### src/rtl/sram_arbiter_pkg.sv
// Shared op codes, FSM states and request payload for the SRAM arbiter.
package sram_arbiter_pkg;

   localparam logic [7:0] MEM_NOP = 8'h00;
   localparam logic [7:0] MEM_LB  = 8'h01;
   localparam logic [7:0] MEM_LW  = 8'h02;
   localparam logic [7:0] MEM_SB  = 8'h03;
   localparam logic [7:0] MEM_SW  = 8'h04;

   typedef enum logic [1:0] {
      ST_IDLE  = 2'd0,
      ST_READ  = 2'd1,
      ST_WRITE = 2'd2,
      ST_DONE  = 2'd3
   } state_t;

   // Accepted request: who asked, what op, which byte lane.
   typedef struct packed {
      logic       is_data;
      logic [7:0] op;
      logic [1:0] lane;
   } req_t;

   function automatic logic is_load(input logic [7:0] op);
      return (op == MEM_LB) || (op == MEM_LW);
   endfunction

   function automatic logic is_store(input logic [7:0] op);
      return (op == MEM_SB) || (op == MEM_SW);
   endfunction

   function automatic logic is_byte(input logic [7:0] op);
      return (op == MEM_LB) || (op == MEM_SB);
   endfunction

endpackage

### src/rtl/sram_arbiter_byte_lane_unit.sv
// Byte-lane helper: byte enables, SB store replication and LB sign extension.
module sram_arbiter_byte_lane_unit
   import sram_arbiter_pkg::*;
(
   input  logic [7:0]  op,
   input  logic [1:0]  lane,
   input  logic [31:0] wdata,
   input  logic [31:0] rdata,
   output logic [3:0]  be_n,
   output logic [31:0] wdata_rep,
   output logic [31:0] rdata_ext
);

   logic [7:0] sel_byte;

   always_comb begin
      be_n      = 4'h0;
      wdata_rep = wdata;
      rdata_ext = rdata;
      sel_byte  = rdata[8 * lane +: 8];
      if (is_byte(op)) begin
         be_n = 4'(~(4'b0001 << lane));
      end
      if (op == MEM_SB) begin
         wdata_rep = {4{wdata[7:0]}};
      end
      if (op == MEM_LB) begin
         rdata_ext = {{24{sel_byte[7]}}, sel_byte};
      end
   end

endmodule

### src/rtl/sram_arbiter.sv
// Arbitrates the single SRAM port between instruction fetch and data access,
// data first, sequencing each access as IDLE -> READ/WRITE -> DONE.
module sram_arbiter
   import sram_arbiter_pkg::*;
#(
   parameter int unsigned ACCESS_CYCLES = 2,
   parameter int unsigned SRAM_AW       = 20
)(
   input  logic               clk,
   input  logic               rst,
   input  logic               if_req,
   input  logic [31:0]        if_addr,
   output logic [31:0]        if_rdata,
   output logic               if_ack,
   input  logic [7:0]         mem_op,
   input  logic [31:0]        mem_addr,
   input  logic [31:0]        mem_wdata,
   output logic [31:0]        mem_rdata,
   output logic               mem_ack,
   output logic               stall_req,
   output logic [SRAM_AW-1:0] sram_addr,
   output logic [31:0]        sram_wdata,
   output logic               sram_wdata_oe,
   input  logic [31:0]        sram_rdata,
   output logic               sram_ce_n,
   output logic               sram_oe_n,
   output logic               sram_we_n,
   output logic [3:0]         sram_be_n
);

   localparam int unsigned CNT_W = (ACCESS_CYCLES > 1) ? $clog2(ACCESS_CYCLES) : 1;
   localparam logic [CNT_W-1:0] CNT_LAST = CNT_W'(ACCESS_CYCLES - 1);

   state_t           state;
   logic [CNT_W-1:0] cnt;
   req_t             req_q;

   logic        data_sel;
   logic [7:0]  accept_op;
   logic [31:0] accept_addr;
   logic [7:0]  lane_op;
   logic [1:0]  lane_sel;
   logic [3:0]  be_n_c;
   logic [31:0] wdata_rep_c;
   logic [31:0] rdata_ext_c;
   logic        unused_addr_bits;

   // Unrecognised data ops fall through to fetch arbitration as NOPs.
   assign data_sel    = is_load(mem_op) || is_store(mem_op);
   assign accept_op   = data_sel ? mem_op : MEM_LW;
   assign accept_addr = data_sel ? mem_addr : if_addr;

   // Lane unit sees the incoming request while idle, the latched one otherwise.
   assign lane_op  = (state == ST_IDLE) ? accept_op : req_q.op;
   assign lane_sel = (state == ST_IDLE) ? accept_addr[1:0] : req_q.lane;

   assign stall_req = (data_sel && !mem_ack) || (if_req && !if_ack);

   assign unused_addr_bits = ^{mem_addr[31:SRAM_AW+2], if_addr[31:SRAM_AW+2]};

   sram_arbiter_byte_lane_unit u_lane (
      .op        (lane_op),
      .lane      (lane_sel),
      .wdata     (mem_wdata),
      .rdata     (sram_rdata),
      .be_n      (be_n_c),
      .wdata_rep (wdata_rep_c),
      .rdata_ext (rdata_ext_c)
   );

   always_ff @(posedge clk or posedge rst) begin
      if (rst) begin
         state         <= ST_IDLE;
         cnt           <= '0;
         req_q         <= '0;
         sram_addr     <= '0;
         sram_wdata    <= '0;
         sram_wdata_oe <= 1'b0;
         sram_ce_n     <= 1'b1;
         sram_oe_n     <= 1'b1;
         sram_we_n     <= 1'b1;
         sram_be_n     <= 4'hF;
         if_ack        <= 1'b0;
         mem_ack       <= 1'b0;
         if_rdata      <= '0;
         mem_rdata     <= '0;
      end else begin
         case (state)
            ST_IDLE: begin
               if (data_sel || if_req) begin
                  req_q.is_data <= data_sel;
                  req_q.op      <= accept_op;
                  req_q.lane    <= accept_addr[1:0];
                  cnt           <= '0;
                  sram_addr     <= accept_addr[SRAM_AW+1:2];
                  sram_be_n     <= be_n_c;
                  sram_ce_n     <= 1'b0;
                  if (data_sel && is_store(mem_op)) begin
                     sram_we_n     <= 1'b0;
                     sram_wdata_oe <= 1'b1;
                     sram_wdata    <= wdata_rep_c;
                     state         <= ST_WRITE;
                  end else begin
                     sram_oe_n <= 1'b0;
                     state     <= ST_READ;
                  end
               end
            end

            ST_READ: begin
               if (cnt == CNT_LAST) begin
                  sram_ce_n <= 1'b1;
                  sram_oe_n <= 1'b1;
                  sram_be_n <= 4'hF;
                  state     <= ST_DONE;
                  if (req_q.is_data) begin
                     mem_rdata <= rdata_ext_c;
                     mem_ack   <= 1'b1;
                  end else begin
                     if_rdata <= sram_rdata;
                     if_ack   <= 1'b1;
                  end
               end else begin
                  cnt <= cnt + CNT_W'(1);
               end
            end

            // Address and data stay on the bus through DONE as write hold time.
            ST_WRITE: begin
               if (cnt == CNT_LAST) begin
                  sram_ce_n <= 1'b1;
                  sram_we_n <= 1'b1;
                  sram_be_n <= 4'hF;
                  mem_ack   <= 1'b1;
                  state     <= ST_DONE;
               end else begin
                  cnt <= cnt + CNT_W'(1);
               end
            end

            ST_DONE: begin
               if_ack        <= 1'b0;
               mem_ack       <= 1'b0;
               sram_wdata_oe <= 1'b0;
               state         <= ST_IDLE;
            end

            default: state <= ST_IDLE;
         endcase
      end
   end

endmodule

### config.mk
export PLATFORM = sky130hd
export DESIGN_NAME = sram_arbiter
export DESIGN_NICKNAME = d
export VERILOG_FILES = /design/src/rtl/sram_arbiter_pkg.sv /design/src/rtl/sram_arbiter_byte_lane_unit.sv /design/src/rtl/sram_arbiter.sv
export SDC_FILE = /design/constraint.sdc
export NUM_CORES = 1
export LEC_CHECK = 0
export ABC_AREA = 1
export CAP_MARGIN = 40
export CELL_PAD_IN_SITES_DETAIL_PLACEMENT = 0
export CELL_PAD_IN_SITES_GLOBAL_PLACEMENT = 2
export CORE_MARGIN = 10
export CORE_UTILIZATION = 24
export CTS_BUF_LIST = sky130_fd_sc_hd__clkbuf_16
export CTS_CLUSTER_SIZE = 14
export DETAILED_ROUTE_END_ITERATION = 16
export GPL_TIMING_DRIVEN = 0
export PLACE_DENSITY = 0.88
export SLEW_MARGIN = 20
export SYNTH_ARGS = -nofsm -noshare
export SYNTH_HDL_FRONTEND = slang
export SYNTH_HIERARCHICAL = 1
export SYNTH_SLANG_ARGS = --single-unit
### constraint.sdc
create_clock -name clk -period 5.4 [get_ports clk]
set_clock_uncertainty 0.05 [all_clocks]
set_input_delay 0.81 -clock clk [delete_from_list [all_inputs] [get_ports clk]]
set_output_delay 0.81 -clock clk [all_outputs]
set_load 0.05 [all_outputs]
==> results of run 1 <==
[power by group]
| part | switching, mW | internal, mW |
|---|---|---|
| sequential | 0.225 | 1.49 |
| combinational | 2.43 | 1.17 |
| clock | 0.471 | 0.670 |
| total | 3.13 | 3.33 |
[final timing paths]
path / endpoint / slack [ns] / from
worst min-delay path: sram_we_n$_DFFE_PP1P_ / 0.41 / sram_we_n$_DFFE_PP1P_
max in group asynchronous: sram_oe_n$_DFFE_PP1P_ / 3.74 / rst
worst max register to register: mem_rdata[19]$_DFFE_PP0P_ / 2.32 / state[1]$_DFFE_PP0P_
min in group asynchronous: mem_rdata[21]$_DFFE_PP0P_ / 0.79 / rst
worst max-delay path: stall_req / 1.57 / mem_op[2]
worst min register to register: sram_we_n$_DFFE_PP1P_ / 0.41 / sram_we_n$_DFFE_PP1P_
[critical path: cells and delay by family]
kind	cells	cell delay (ns)
AO/OA/AOI/OAI	1	0.13
buffers and inverters	4	1.67
AND/OR/NAND/NOR	4	0.35
[routing by layer]
layer | routed length [um] | share of wire, %
met2 | 11490 | 45
met1 | 11430 | 45
met5 | 13 | 0.051
met3 | 2102 | 8.3
met4 | 258 | 1.0
[final cells by class]
class / instances / area share, %
multi-input cells: 680 / 28.79
inverters: 34 / 1.312
flip-flops and latches: 140 / 33.48
plain buffers: 47 / 2.898
clock inverters: 13 / 1.240
clock buffers: 17 / 4.055
well taps: 384 / 4.580
repair buffers: 246 / 23.64
[logic make-up after synthesis]
family                   share of synthesized area (%)
AO/OA/AOI/OAI                                    3.825
adder cells (fa/ha/maj)                         0.7184
buffers and inverters                            6.232
flip-flops                                       50.41
multiplexers                                     5.172
AND/OR/NAND/NOR                                  33.64
[flip-flops by register name, indices dropped and copies added, names as in the netlist, 2 cells and up]
| signal | flops |
|---|---|
| mem_rdata | 32 |
| if_rdata | 32 |
| req_q | 11 |
| sram_be_n | 4 |
| sram_addr | 20 |
| state | 2 |
| sram_wdata | 32 |
[layout by cell type (no fill, tap or decap)]
| cell | count |
|---|---|
| o22ai_1 | 2 |
| mux2_2 | 32 |
| clkinv_2 | 2 |
| a21oi_1 | 3 |
| clkinvlp_4 | 3 |
| o21ai_2 | 5 |
| nand2_2 | 4 |
| buf_6 | 4 |
| clkinv_1 | 3 |
| inv_1 | 27 |
| inv_8 | 1 |
| nand2_1 | 534 |
| nor2_2 | 2 |
| dfstp_2 | 7 |
| buf_8 | 1 |
| and2_1 | 1 |
| nor2_1 | 34 |
| nor2_4 | 2 |
| inv_4 | 1 |
| or2_1 | 1 |
| clkbuf_16 | 17 |
| buf_2 | 18 |
| ha_1 | 4 |
| bufinv_16 | 2 |
| o21ai_0 | 39 |
| clkdlybuf4s50_1 | 245 |
| nand3_2 | 2 |
| buf_16 | 1 |
| nor2_8 | 1 |
| dfrtp_1 | 133 |
| nand4_1 | 3 |
| clkbuf_1 | 7 |
| buf_4 | 17 |
| nand2_4 | 4 |
| clkinv_4 | 3 |
| inv_2 | 5 |
| nand3_1 | 7 |
==> qor.txt, run 1 <==
Crit path cell chain: clkdlybuf4s50_1, inv_1, nor2_1, nand2_1, nand2_2, nand2_4, buf_2, o22ai_1, clkdlybuf4s50_1
CTS tree: done
Fin util: 36.55%
Cells after Synth: 901
Critical path type: in2out
Post-synthesis sequential area ratio: 50.41%
Reg2reg path depth: 13
Min Tclk post-route: 3.832 ns
Status: finished, final reports clean
Initial antenna violation count: 1
Leading cell types by count after synthesis: 534 x nand2_1, 133 x dfrtp_1, 39 x o21ai_0
Die X: 190.4 um
Worst Hold Class: reg2reg
Met2 Use GR: 21.89%
Synth Cell Area: 6967 um2
Period utilisation layout: 70.96%
# DRC: 0
CTS Buf Count: 17
Setup crit start kind: input port
Initial DRC Count: 278
Core area: 28,700 um2
Max clock buf depth: 2
Post-DP Area: 9935 um2
Hold Crit Depth: 2
Critical path data required time: 4.54 ns
Synth warn: 6
Number of top-level pins: 266
Site Rows: 62
GRT met1 Usage: 17.72%
Met3 usage: 4.865%
Final instance area: 10,490 um2
Top-count cell post-synth: nand2_1
Post-CTS Setup Inserts: 0
Max H-tree Level: 4
Dpl cells: 1,531
Initial Util: 24.27%
Pwr/cell area: 615.7 nW/um2
Setup crit end kind: primary output
Max_slew headroom: 58.21%
Worst slew pin tran: 0.6203 ns
Per-cell routed wire length: 16.20 um
Register area: 3512 um2
Unrepaired setup endpoints after global routing: false
Total gr overflow: 0
Final worst slack: 1.568 ns
Pre-antenna DRT Iters: 5
Final setup viols: 0
Layout cell share with drive strength beyond 1: 11.38%
Vias in the first global route: 6,705
Fmax achieved: 0.2610 GHz
Worst IR Drop VDD: 0.2199 mV
EDFF count, synth: 0
Yosys top cell area share: 47.77%
Max Cap Viol: 0
Die Ht: 190.4 um
Worst path arrival time: 2.97 ns
FF+latch count, synth: 140
Latest clock arrival within the worst-skew pair: 0.41 ns
Via density: 4.189
GRT busiest layer: met2
Clk sink count: 140
Final std cells w/o fill: 1,561
Final TNS setup: 0 ns
Mapped Nets: 1,044
Drt total wl: 25.29 mm
LEAKAGE: 5.250 nW
Area delta synth->final: 50.58%
CTS Hold Bufs: 0
Final slew viol count: 0
GRT Resource Usage Total: 13.84%
DRT antenna net count: 0
Largest net degree at the start of global routing: 73
Endpoints failing hold: 0
WHS: 0.4125 ns
Fill count: 3,116
Crit-path max FO: 10
Resized cells post-CTS: 0
Diodes inserted: 0
CTS clock-pin slew for the worst setup and hold paths: 0.06 ns
Post-DP HPWL: 19.30 mm
First-pass GRT wire length: 39.25 mm
Die area: 36,240 um2
Pre-CTS WS: 1.495 ns
Final #Nets: 1,309
GPL Wtd Cong: 0.7894
Syn_area_per_cell: 7.732 um2
Overall power: 6.459 mW
Slowest cell delay on critical path: 0.86 ns
Synth area leaders: dfrtp_1 48%, nand2_1 29%, mux2_2 5.2%, o21ai_0 2.8%, dfstp_2 2.6%
Routed vias: 6,539
Synth area leader: dfrtp_1
Crit-path slowest cell: clkdlybuf4s50_1
Crit-path most repeated cell: clkdlybuf4s50_1
Asr flop ratio synth: 100.0%
Top FF cell, synth: dfrtp_1
Multi-input gate area: 3020 um2
Root Driver: clkbuf_16
I/O Buffers: 245
Distinct cells, synth: 29
Power figures use the tool's default switching activity.
==> run 2: changes to the inputs <==
Settings changed: CORE_UTILIZATION 24 to 22, PLACE_DENSITY 0.88 to 0.86.
Clock period 5.4 ns to 3.5 ns, I/O delays scaled along.
==> qor.txt, run 2 (synthesis gave the netlist of run 1 again) <==
Comb power frac: 54.8% (-1.0 points)
Worst path arrival time: 2.69 ns (-0.28 ns)
WHS: 0.3612 ns (-0.05124 ns)
I/O Buffers: 245 (unchanged)
Register area: 3512 um2 (unchanged)
Crit-path slowest cell: clkdlybuf4s50_1
GRT Resource Usage Total: 13.18% (-0.66 points)
Post-CTS Setup Inserts: 0 (unchanged)
Pwr/cell area: 956.7 nW/um2 (+55%)
Setup crit start kind: input port
Largest net degree at the start of global routing: 33 (-55%)
Drt total wl: 26.03 mm (+2.9%)
Internal: 5.309 mW (+59%)
Vias in the first global route: 6,809 (+1.6%)
Initial DRC Count: 262 (-5.8%)
Slowest cell delay on critical path: 0.87 ns (about the same)
First-pass GRT wire length: 39.83 mm (+1.5%)
Core area: 31,390 um2 (+9.4%)
Max clock buf depth: 2 (unchanged)
Clk sink count: 140 (unchanged)
Status: finished, final reports clean
Fill count: 3,337 (+7.1%)
Sw frac: 47.90% (-0.52 points)
Pre-antenna DRT Iters: 5 (unchanged)
Commonest non-fill, non-tap cell in the layout: nand2_1
CTS Hold Bufs: 0 (unchanged)
Routed vias: 6,544 (+0.076%)
Fmax achieved: 0.3062 GHz
Endpoints failing hold: 0 (unchanged)
Max H-tree Level: 4 (unchanged)
Worst slew pin tran: 0.6380 ns (+0.01768 ns)
CTS tree: done
GPL Wtd Cong: 0.7606 (-3.6%)
Clock power frac: 19.2% (+1.5 points)
Largest registers: if_rdata (32), mem_rdata (32), sram_wdata (32)
Multi-input gate area: 3020 um2 (unchanged)
# DRC: 0 (unchanged)
Total gr overflow: 0 (unchanged)
Critical path data required time: 2.92 ns (-1.62 ns)
Crit-path max FO: 10 (unchanged)
CP delay by family, top: buffers and inverters
Setup crit end kind: primary output
Via density: 4.129 (-1.4%)
Max_slew headroom: 57.02% (-1.2 points)
Sw power: 4.880 mW (+56%)
Most frequent cells in the layout: 534 x nand2_1, 245 x clkdlybuf4s50_1, 133 x dfrtp_1
Number of top-level pins: 266 (unchanged)
Latest clock arrival within the worst-skew pair: 0.42 ns (about the same)
Per-cell routed wire length: 16.42 um (+1.4%)
Crit path cell chain: clkdlybuf4s50_1, inv_1, nor2_1, nand2_1, nand2_2, nand2_4, buf_2, o22ai_1, clkdlybuf4s50_1
DRT antenna net count: 0 (unchanged)
Final setup viols: 0 (unchanged)
Critical path type: in2out
Period utilisation layout: 93.31%
Seq pwr share: 26.0% (-0.5 points)
Die area: 39,180 um2 (+8.1%)
Root Driver: clkbuf_16
Crit-path most repeated cell: clkdlybuf4s50_1
LEAKAGE: 5.314 nW (+1.2%)
Min Tclk post-route: 3.266 ns
Area delta synth->final: 52.87%
Buf+Inv Stages, Crit Path: 4 (unchanged)
Diodes inserted: 0 (unchanged)
Initial Util: 22.19% (-2.1 points)
Max Cap Viol: 0 (unchanged)
Resized cells post-CTS: 0 (unchanged)
Pre-CTS WS: -0.1596 ns (-1.655 ns)
CTS clock-pin slew for the worst setup and hold paths: 0.07 ns (about the same)
Die X: 198.0 um (+4.0%)
Overall power: 10.19 mW (+58%)
Initial antenna violation count: 0 (-1)
Final worst slack: 0.2342 ns (-1.334 ns)
Worst IR Drop VDD: 0.4138 mV (+88%)
Layout cell share with drive strength beyond 1: 11.92% (+0.53 points)
Post-DP HPWL: 20.32 mm (+5.3%)
R2R Setup Slk: 0.42 ns (-1.90 ns)
Site Rows: 65 (+4.8%)
Final slew viol count: 0 (unchanged)
Final #Nets: 1,313 (+0.31%)
CTS Buf Count: 17 (unchanged)
Unrepaired setup endpoints after global routing: false
Die Ht: 198.0 um (+4.0%)
Worst Hold Class: in2async
## run 2: cell count changes in the layout (fill, tap and decap cells not counted), moves of 2 or more
cell	previous run	this run
inv_6	0	2
bufinv_16	2	4
clkinv_1	3	1
buf_12	0	5
## run 2: cell type report
type / count / area share (%)
Inverter: 34 / 1.257
Clock inverter: 15 / 1.868
Timing Repair Buffer: 250 / 23.97
Multi-Input combinational cell: 680 / 28.36
Tap cell: 402 / 4.723
Sequential cell: 140 / 32.98
Buffer: 47 / 2.855
Clock buffer: 17 / 3.994
## run 2: final timing paths
kind | from | to | depth (start not counted)
worst max-delay path | mem_op[2] | stall_req | 9
worst min-delay path | rst | if_rdata[19]$_DFFE_PP0P_ | 2
worst max register to register | state[0]$_DFFE_PP0P_ | mem_rdata[26]$_DFFE_PP0P_ | 13
worst min register to register | if_rdata[0]$_DFFE_PP0P_ | if_rdata[0]$_DFFE_PP0P_ | 2
max in group asynchronous | rst | sram_be_n[3]$_DFFE_PP1P_ | 4
min in group clk | if_rdata[0]$_DFFE_PP0P_ | if_rdata[0]$_DFFE_PP0P_ | 2
## run 2: layer usage
metal	global-route usage (%)	part of all wire, %
met1	16.18	45
met2	21.21	46
met5	0	0
met4	3.588	1.2
met3	4.906	7.8
## run 2: worst register-to-register path: stages, from the launching register on
cell and delay (ns):
dfrtp_1 0.41, inv_1 0.09, ha_1 0.14, buf_2 0.23, clkbuf_1 0.38, nand2_1 0.09
o21ai_0 0.26, clkinv_1 0.46, nand2_1 0.16, nand2_1 0.09, nand2_4 0.12, buf_6 0.16
nand2_1 0.07, mux2_2 0.26
## run 2: metrics by stage
stage | cell area (um2) | setup TNS, ns | util, % | cells
after CTS | 10650 | 0 | 33.93 | 1585
final | 10650 | 0 | 33.93 | 1585
after global placement | 9926 | -52.47 | 31.62 | 1548
after floorplan | 6970 | 0 | - | 901
after detailed placement | 10030 | -2.839 | 31.94 | 1553
after global routing | 10650 | 0 | 33.93 | 1585
## run 2: power groups by stage
stage	registers [mW]	logic, mW	clock network [mW]
4_1_cts	2.65	5.69	2.03
3_3_place_gp	2.66	5.64	0
5_1_grt	2.73	6.01	2.10
3_5_place_dp	2.67	5.68	0
2_1_floorplan	4.74	1.56	0
6_report	2.65	5.58	1.96
